## src/rtl/mux_scan_ctrl_if.sv

```systemverilog
// Bus between the scan controller and the downstream 4:1 NAND mux / host.
//
// Handshake: start is a request that is accepted only on a rising edge where
// the controller is idle (busy=0 and done=0); a request seen while busy or
// during the done cycle is dropped, not queued. busy stays high for the whole
// scan, and done is a one-cycle completion strobe. rx_word and mismatch are
// valid from the done cycle until the next scan overwrites them.
interface mux_scan_ctrl_if;
  logic       start;
  logic [3:0] data_in;
  logic       mux_in;
  logic       a;
  logic       b;
  logic       c;
  logic       d;
  logic       s0;
  logic       s1;
  logic       busy;
  logic       done;
  logic [3:0] rx_word;
  logic       mismatch;

  // Controller side.
  modport slave (
    input  start, data_in, mux_in,
    output a, b, c, d, s0, s1, busy, done, rx_word, mismatch
  );

  // Host / environment side.
  modport master (
    output start, data_in, mux_in,
    input  a, b, c, d, s0, s1, busy, done, rx_word, mismatch
  );
endinterface

```

## src/rtl/mux_scan_ctrl.sv

```systemverilog
// Scan controller for a 4:1 NAND mux: latches a 4-bit word onto the mux data
// lines, walks the selects over the four channels holding each for HOLD
// cycles, samples the mux output at the end of each hold, and flags whether
// the reassembled word matches the one that was driven.
module mux_scan_ctrl #(
  parameter int HOLD = 1
) (
  input  logic                clk,
  input  logic                rst,
  mux_scan_ctrl_if.slave      bus,
  output logic [1:0]          o_dbg_state
);

  typedef enum logic [1:0] {
    IDLE = 2'd0,
    SCAN = 2'd1,
    DONE = 2'd2
  } state_t;

  localparam logic [3:0] HOLD_LAST = 4'(HOLD - 1);

  state_t     r_state;
  logic       r_a, r_b, r_c, r_d;
  logic       r_s0, r_s1;
  logic       r_busy;
  logic       r_done;
  logic [3:0] r_rx_word;
  logic       r_mismatch;
  logic [1:0] r_idx;
  logic [3:0] r_cnt;

  logic [3:0] w_rx_next;
  logic [1:0] w_idx_next;
  logic [3:0] w_latched;

  assign w_idx_next = r_idx + 2'd1;
  assign w_latched  = {r_d, r_c, r_b, r_a};

  // Received word with the current channel's sample merged in; used both to
  // update rx_word and to compute mismatch on the final sample edge.
  always_comb begin
    w_rx_next        = r_rx_word;
    w_rx_next[r_idx] = bus.mux_in;
  end

  // Scan FSM: all outputs are registered here.
  always_ff @(posedge clk) begin
    if (rst) begin
      r_state    <= IDLE;
      r_a        <= 1'b0;
      r_b        <= 1'b0;
      r_c        <= 1'b0;
      r_d        <= 1'b0;
      r_s0       <= 1'b0;
      r_s1       <= 1'b0;
      r_busy     <= 1'b0;
      r_done     <= 1'b0;
      r_rx_word  <= 4'b0000;
      r_mismatch <= 1'b0;
      r_idx      <= 2'd0;
      r_cnt      <= 4'd0;
    end else begin
      case (r_state)
        IDLE: begin
          r_done <= 1'b0;
          if (bus.start) begin
            r_a     <= bus.data_in[0];
            r_b     <= bus.data_in[1];
            r_c     <= bus.data_in[2];
            r_d     <= bus.data_in[3];
            r_idx   <= 2'd0;
            r_cnt   <= 4'd0;
            r_s0    <= 1'b0;
            r_s1    <= 1'b0;
            r_busy  <= 1'b1;
            r_state <= SCAN;
          end
        end
        SCAN: begin
          if (r_cnt == HOLD_LAST) begin
            r_rx_word <= w_rx_next;
            r_cnt     <= 4'd0;
            if (r_idx == 2'd3) begin
              // Last channel sampled: park selects on channel 0 and report.
              r_idx      <= 2'd0;
              r_s0       <= 1'b0;
              r_s1       <= 1'b0;
              r_busy     <= 1'b0;
              r_done     <= 1'b1;
              r_mismatch <= (w_rx_next != w_latched);
              r_state    <= DONE;
            end else begin
              r_idx <= w_idx_next;
              r_s1  <= w_idx_next[0];
              r_s0  <= w_idx_next[1];
            end
          end else begin
            r_cnt <= r_cnt + 4'd1;
          end
        end
        DONE: begin
          r_done  <= 1'b0;
          r_state <= IDLE;
        end
        default: begin
          r_state <= IDLE;
        end
      endcase
    end
  end

  assign bus.a        = r_a;
  assign bus.b        = r_b;
  assign bus.c        = r_c;
  assign bus.d        = r_d;
  assign bus.s0       = r_s0;
  assign bus.s1       = r_s1;
  assign bus.busy     = r_busy;
  assign bus.done     = r_done;
  assign bus.rx_word  = r_rx_word;
  assign bus.mismatch = r_mismatch;
  assign o_dbg_state  = r_state;

endmodule
```

## src/flat_wrapper.sv

```systemverilog
// flat-port wrapper written by rule: the top's interface ports become plain ports
module mux_scan_ctrl_flat 
#(
  parameter int HOLD = 1
)
  (clk, rst, o_dbg_state, bus_start, bus_data_in, bus_mux_in, bus_a, bus_b, bus_c, bus_d, bus_s0, bus_s1, bus_busy, bus_done, bus_rx_word, bus_mismatch);
  mux_scan_ctrl_if bus_i ();
  input  logic clk;
  input  logic rst;
  output logic [1:0] o_dbg_state;
  input wire logic [$bits(bus_i.start)-1:0] bus_start;
  input wire logic [$bits(bus_i.data_in)-1:0] bus_data_in;
  input wire logic [$bits(bus_i.mux_in)-1:0] bus_mux_in;
  output wire logic [$bits(bus_i.a)-1:0] bus_a;
  output wire logic [$bits(bus_i.b)-1:0] bus_b;
  output wire logic [$bits(bus_i.c)-1:0] bus_c;
  output wire logic [$bits(bus_i.d)-1:0] bus_d;
  output wire logic [$bits(bus_i.s0)-1:0] bus_s0;
  output wire logic [$bits(bus_i.s1)-1:0] bus_s1;
  output wire logic [$bits(bus_i.busy)-1:0] bus_busy;
  output wire logic [$bits(bus_i.done)-1:0] bus_done;
  output wire logic [$bits(bus_i.rx_word)-1:0] bus_rx_word;
  output wire logic [$bits(bus_i.mismatch)-1:0] bus_mismatch;
  assign bus_i.start = bus_start;
  assign bus_i.data_in = bus_data_in;
  assign bus_i.mux_in = bus_mux_in;
  assign bus_a = bus_i.a;
  assign bus_b = bus_i.b;
  assign bus_c = bus_i.c;
  assign bus_d = bus_i.d;
  assign bus_s0 = bus_i.s0;
  assign bus_s1 = bus_i.s1;
  assign bus_busy = bus_i.busy;
  assign bus_done = bus_i.done;
  assign bus_rx_word = bus_i.rx_word;
  assign bus_mismatch = bus_i.mismatch;
  mux_scan_ctrl #(.HOLD(HOLD)) u_core (.clk(clk), .rst(rst), .bus(bus_i), .o_dbg_state(o_dbg_state));
endmodule
```

## config.mk

```make
export PLATFORM = sky130hd
export DESIGN_NAME = mux_scan_ctrl_flat
export DESIGN_NICKNAME = d
export VERILOG_FILES = /design/src/rtl/mux_scan_ctrl_if.sv /design/src/rtl/mux_scan_ctrl.sv /design/src/flat_wrapper.sv
export SDC_FILE = /design/constraint.sdc
export NUM_CORES = 1
export LEC_CHECK = 0
export CORE_ASPECT_RATIO = 1.5
export CORE_MARGIN = 8
export CORE_UTILIZATION = 47
export DETAILED_ROUTE_END_ITERATION = 10
export HOLD_SLACK_MARGIN = 0.1
export PLACE_DENSITY = 0.77
export SLEW_MARGIN = 20
export SYNTH_ARGS = -nofsm -noshare
export SYNTH_HDL_FRONTEND = slang
export SYNTH_SLANG_ARGS = --single-unit
```

## constraint.sdc

```tcl
create_clock -name clk -period 1.6 [get_ports clk]
set_input_delay 0.16 -clock clk [delete_from_list [all_inputs] [get_ports clk]]
set_output_delay 0.16 -clock clk [all_outputs]
set_load 0.05 [all_outputs]
```

==> flow_metrics.tcl, run 1 <==
set metrics [dict create \
    slew_violations 0 \
    drt-vias-per-instance 5.28 \
    mostFrequentLayoutCells "buf_4 (23), nor2_1 (17), dfxtp_1 (15), mux2i_1 (12), clkdlybuf4s50_1 (7)" \
    combPwrFrac_pct 21.7 \
    cts.sinks 19 \
    slew_headroom_pct 84.9 \
    rows 19 \
    dr.pass1.iters 3 \
    fin_crit_sh_pct 93.0 \
    gp_congestion 0.762 \
    ys_types 25 \
    setup_violations 0 \
    initial_utilization_pct 50.2 \
    drt_wl_total_mm 2.02 \
    cts-hold-fix-buffers 0 \
    grt_max_degree 20 \
    cts_tree "done" \
    drt_iter0_markers 12 \
    layout.nets 143 \
    drv_cap 0 \
    intPower_uw 671 \
    htree_levels 1 \
    ys.flop_type "dfxtp_1" \
    syn_nets 113 \
    die_x_um 52.1 \
    critPathArrivalTime_ns 1.72 \
    portBuffers 22 \
    tightestPinTransition_ns 0.224 \
    finalHoldViolations 0 \
    power.density_mw_per_mm2 781 \
    worstPathRequired_ns 1.83 \
    antenna_found_initial 0 \
    irDropWorstVdd_uv 672 \
    synth.avg_cell_area_um2 9.28 \
    antenna_left 0 \
    netlist_area_um2 918 \
    cts.path.max_buffers 2 \
    fin_ws_ns 0.112 \
    async_reset_ff_share_pct 0 \
    grt_pass1_vias 801 \
    finClkSkew_ns 0.00239 \
    io_pins 23 \
    diodes 0 \
    seq_power_share_pct 53.3 \
    drive_gt1_share_pct 28.1 \
    fin_tns_setup_ns 0 \
    period_needed_ns 1.49 \
    clk_latency_ns 0.30 \
    fmax_mhz 672 \
    worstSetupStartpointType "flop" \
    overflow 0 \
    die-height_um 70.1 \
    cp-end-kind "flop" \
    synth_seq_cells 19 \
    netlist_instances 99 \
    crit_path_max_fanout 5 \
    core_mm2 0.00183 \
    avgRoutedWirePerCell_um 13.5 \
    seq_area_frac_synth_pct 41.4 \
    cts.clk_slew.worst_paths_ns 0.10 \
    globalRouteTotalUtil_pct 11.8 \
    whs_ns 0.471 \
    netSwitchingPower_uw 272 \
    drc 0 \
    num_vias 786 \
    post-place-ws_ns -0.0407 \
    die_area_mm2 0.00365 \
    worst-setup-path-type "reg2reg" \
    numCtsBuffers 3 \
    yosysWarnings 0 \
    grt_pass1_wl_mm 3.48 \
    final_common_cell "buf_4" \
    pwr-share-clk_pct 25.0 \
    hpwl_mm 1.58 \
    areaGrowthSynthToFinish_pct 31.5 \
    root_buffer "clkbuf_4" \
    run_status "finished clean" \
    synth-edff-count 0 \
    power_leakage_nw 0.513 \
    swShare_pct 28.8 \
    worst_hold_path_type "in2reg" \
]
==> path summary, 6_finish.rpt <==
path,endpoint,slack [ns],from,cells past startpoint
max,u_core.r_idx[0],0.11,u_core.r_cnt[0],6
min,u_core.bus.d,0.47,bus_data_in[3],3
max reg2reg,u_core.r_idx[0],0.11,u_core.r_cnt[0],6
min reg2reg,u_core.bus.s0,0.50,u_core.bus.s0,2
==> critical path: stages, from the launching register on <==
cell and delay, ns:
dfxtp_2 0.35, inv_1 0.06, ha_1 0.14, nor3b_4 0.25, a21oi_2 0.10, or4_4 0.42, a21oi_2 0.12
==> registers in the layout, indices dropped and copies added, names as in the netlist <==
name	flops
u_core.bus.b	1
u_core.o_dbg_state	2
u_core.r_idx	1
u_core.bus.c	1
u_core.bus.done	1
u_core.r_cnt	4
u_core.bus.rx_word	4
u_core.bus.mismatch	1
u_core.bus.busy	1
u_core.bus.d	1
u_core.bus.s0	1
u_core.bus.a	1
==> power by group through the flow <==
stage	Combinational [mW]	Sequential, mW	Clock [mW]
5_1_grt	0.221	0.506	0.264
3_3_place_gp	0.200	0.514	0
4_1_cts	0.204	0.503	0.246
2_1_floorplan	0.0795	0.564	0
6_report	0.205	0.503	0.235
3_5_place_dp	0.203	0.514	0
==> layout make-up <==
class / instances / area (um^2)
clock buffers: 4 / 26.3
fillers: 154 / 623
inverters: 4 / 15.0
multi-input cells: 71 / 509
flip-flops and latches: 19 / 388
well taps: 21 / 26.3
repair buffers: 30 / 243
==> through the flow <==
stage	total power [mW]	cell area (um^2)	util (%)	instances
2_1_floorplan	0.644	923	-	99
3_3_place_gp	0.714	1160	63.6	144
3_5_place_dp	0.718	1160	63.6	144
4_1_cts	0.953	1190	65.0	148
5_1_grt	0.992	1210	66.0	149
6_report	0.943	1210	66.0	149
==> kinds of logic after synthesis <==
family	synth area share, %
adders and majority gates	8.17
DFF	41.4
AOI/OAI and AO/OA	7.49
muxes	13.1
xor gates and xnor gates	4.77
and+or+nand+nor	21.1
buffers and inverters	3.95
==> Yosys cell counts, drive strengths merged (2+ instances only) <==
| cell | instances | area share (%) |
|---|---|---|
| dfxtp | 19 | 41 |
| nor2 | 17 | 6.9 |
| mux2i | 12 | 13 |
| a21oi | 7 | 4.2 |
| ha | 6 | 8.2 |
| nand3 | 5 | 2.7 |
| inv | 4 | 1.6 |
| nand2 | 4 | 1.6 |
| nor3b | 4 | 5.0 |
| xnor2 | 4 | 3.8 |
| clkbuf | 3 | 1.2 |
| a211oi | 2 | 1.6 |
| buf | 2 | 1.1 |
| nor3 | 2 | 1.1 |
==> metal layers <==
| metal | share of wire [%] | GRT usage [%] | vias up | wire [um] |
|---|---|---|---|---|
| met3 | 4.8 | 3.39 | 5 | 96 |
| li1 | - | - | 394 | - |
| met2 | 52 | 20.4 | 18 | 1050 |
| met1 | 40 | 12.1 | 369 | 816 |
| met5 | 0 | 0 | - | 0 |
| met4 | 2.5 | 6.23 | 0 | 50 |
==> what timing repair did <==
action / in CTS / in global routing
resized for setup: 0 / 4
endpoints found under the setup margin: 0 / 1
buffers inserted: 0 / 1
hold endpoints to repair: 0 / 0
No activity file was read; power rests on OpenSTA's default activity.
==> inputs of run 2 (changes only) <==
--- a/config.mk
+++ b/config.mk
@@ -5,12 +5,12 @@
 export SDC_FILE = /design/constraint.sdc
 export NUM_CORES = 1
 export LEC_CHECK = 0
-export CORE_ASPECT_RATIO = 1.5
 export CORE_MARGIN = 8
 export CORE_UTILIZATION = 47
 export DETAILED_ROUTE_END_ITERATION = 10
 export HOLD_SLACK_MARGIN = 0.1
 export PLACE_DENSITY = 0.77
+export SKIP_LAST_GASP = 1
 export SLEW_MARGIN = 20
 export SYNTH_ARGS = -nofsm -noshare
 export SYNTH_HDL_FRONTEND = slang
==> constraint.sdc (replaced) <==
create_clock -name clk -period 1.4 [get_ports clk]
set_input_delay 0.14 -clock clk [delete_from_list [all_inputs] [get_ports clk]]
set_output_delay 0.14 -clock clk [all_outputs]
set_load 0.05 [all_outputs]
==> run 2 against run 1 <==
Effect of this change: the flow now finishes with violations (setup timing); cell count rose by 11%; clock-buffer cell count did not move; sequential cell count did not move; die area fell by 0.79%; worst setup slack got worse by 0.19 ns; non-clock buffer count rose by 11; sequential power rose by 16%.
==> flow_metrics.tcl, run 2 (same netlist as run 1, synthesis figures left out) <==
set metrics [dict create \
    clk_latency_ns 0.30 \
    fmax_mhz 677 \
    diodes 0 \
    drc 0 \
    globalRouteTotalUtil_pct 13.4 \
    drt_iter0_markers 13 \
    rows 16 \
    gp_congestion 0.774 \
    grt_pass1_vias 912 \
    drv_cap 0 \
    finalHoldViolations 0 \
    grt_max_degree 20 \
    antenna_found_initial 0 \
    cp-end-kind "flop" \
    seq_power_share_pct 49.3 \
    pwr-share-clk_pct 23.7 \
    htree_levels 1 \
    critPathArrivalTime_ns 1.67 \
    die_x_um 60.2 \
    intPower_uw 829 \
    portBuffers 22 \
    dr.pass1.iters 4 \
    whs_ns 0.460 \
    fin_ws_ns -0.0770 \
    die_area_mm2 0.00362 \
    root_buffer "clkbuf_4" \
    violations "setup timing" \
    finClkSkew_ns 0.00211 \
    io_pins 23 \
    cts.path.max_buffers 2 \
    final_common_cell "buf_4" \
    mostFrequentLayoutCells "buf_4 (20), nor2_1 (17), dfxtp_1 (13), buf_12 (11), mux2i_1 (9)" \
    setup_violations 8 \
    slew_violations 0 \
    crit_path_max_fanout 4 \
    worstSetupStartpointType "flop" \
    run_status "finished with violations" \
    hpwl_mm 1.69 \
    core_mm2 0.00190 \
    worst_hold_path_type "in2reg" \
    combPwrFrac_pct 26.9 \
    irDropWorstVdd_uv 655 \
    rsz0062_at_grt "yes" \
    drive_gt1_share_pct 51.1 \
    die-height_um 60.2 \
    netSwitchingPower_uw 353 \
    post-place-ws_ns -0.223 \
    avgRoutedWirePerCell_um 15.4 \
    drt_wl_total_mm 2.55 \
    num_vias 874 \
    power.density_mw_per_mm2 748 \
    numCtsBuffers 3 \
    layout.nets 154 \
    cts_tree "done" \
    slew_headroom_pct 80.2 \
    worst-setup-path-type "reg2reg" \
    antenna_left 0 \
    fin_crit_sh_pct 105 \
    power_leakage_nw 0.615 \
    cts.clk_slew.worst_paths_ns 0.11 \
    tightestPinTransition_ns 0.296 \
    grt_pass1_wl_mm 3.77 \
    cts-hold-fix-buffers 0 \
    cts.sinks 19 \
    areaGrowthSynthToFinish_pct 72.1 \
    period_needed_ns 1.48 \
    initial_utilization_pct 48.3 \
    overflow 0 \
    worstPathRequired_ns 1.60 \
    drt-vias-per-instance 5.27 \
    swShare_pct 29.9 \
]
==> run 2: worst max-delay path, stage by stage (launching register included) <==
cell and delay (ns):
dfxtp_2 0.34, inv_2 0.06, ha_4 0.12, nor3b_4 0.24, buf_4 0.17, and3_4 0.21
mux2i_1 0.18, nor2_1 0.05
==> run 2: final cells by class <==
| type | instances | area [um^2] |
|---|---|---|
| well taps | 27 | 33.8 |
| repair buffers | 41 | 474 |
| flip-flops and latches | 19 | 393 |
| fillers | 107 | 322 |
| clock buffers | 4 | 26.3 |
| multi-input cells | 71 | 636 |
| inverters | 4 | 17.5 |
==> run 2: path summary, 6_finish.rpt <==
check / from / end / slack, ns / cells after the start
setup / recovery: u_core.r_cnt[0] / u_core.bus.rx_word[3] / -0.08 / 7
hold / removal: bus_data_in[0] / u_core.bus.a / 0.46 / 3
setup reg to reg: u_core.r_cnt[0] / u_core.bus.rx_word[3] / -0.08 / 7
hold reg to reg: u_core.bus.done / u_core.bus.done / 0.50 / 2
==> run 2: routing by layer <==
metal | global-route usage (%) | vias up | share of wire, %
met5 | 0 | - | 0
met4 | 7.14 | 0 | 5.0
met3 | 2.80 | 12 | 4.4
met2 | 23.9 | 29 | 51
met1 | 14.0 | 414 | 40
li1 | - | 419 | -
==> run 2: power groups by stage <==
stage	Clock [mW]	Sequential [mW]	Combinational, mW
CTS	0.286	0.579	0.291
floorplan	0	0.644	0.0911
global placement	0	0.590	0.279
finish	0.281	0.583	0.318
global route	0.314	0.586	0.340
detailed placement	0	0.590	0.285
==> run 2: timing repair <==
item                                   in CTS  in global routing
setup endpoints to repair                   5                 15
setup buffers                               1                  3
endpoints found under the hold margin       0                  0
pin swaps                                   5                 16
cloned                                      0                  0
resized for setup                          14                 22
==> run 2: metrics by stage <==
step	cells	utilization [%]	total power [mW]	cell area, um^2	setup TNS [ns]
finish	166	83.1	1.18	1580	-0.389
global route	166	83.1	1.24	1580	-0.956
CTS	164	76.8	1.16	1460	-0.233
detailed placement	159	72.7	0.875	1380	-1.74
global placement	159	72.7	0.868	1380	-0.903
floorplan	99	-	0.735	930	-0.195
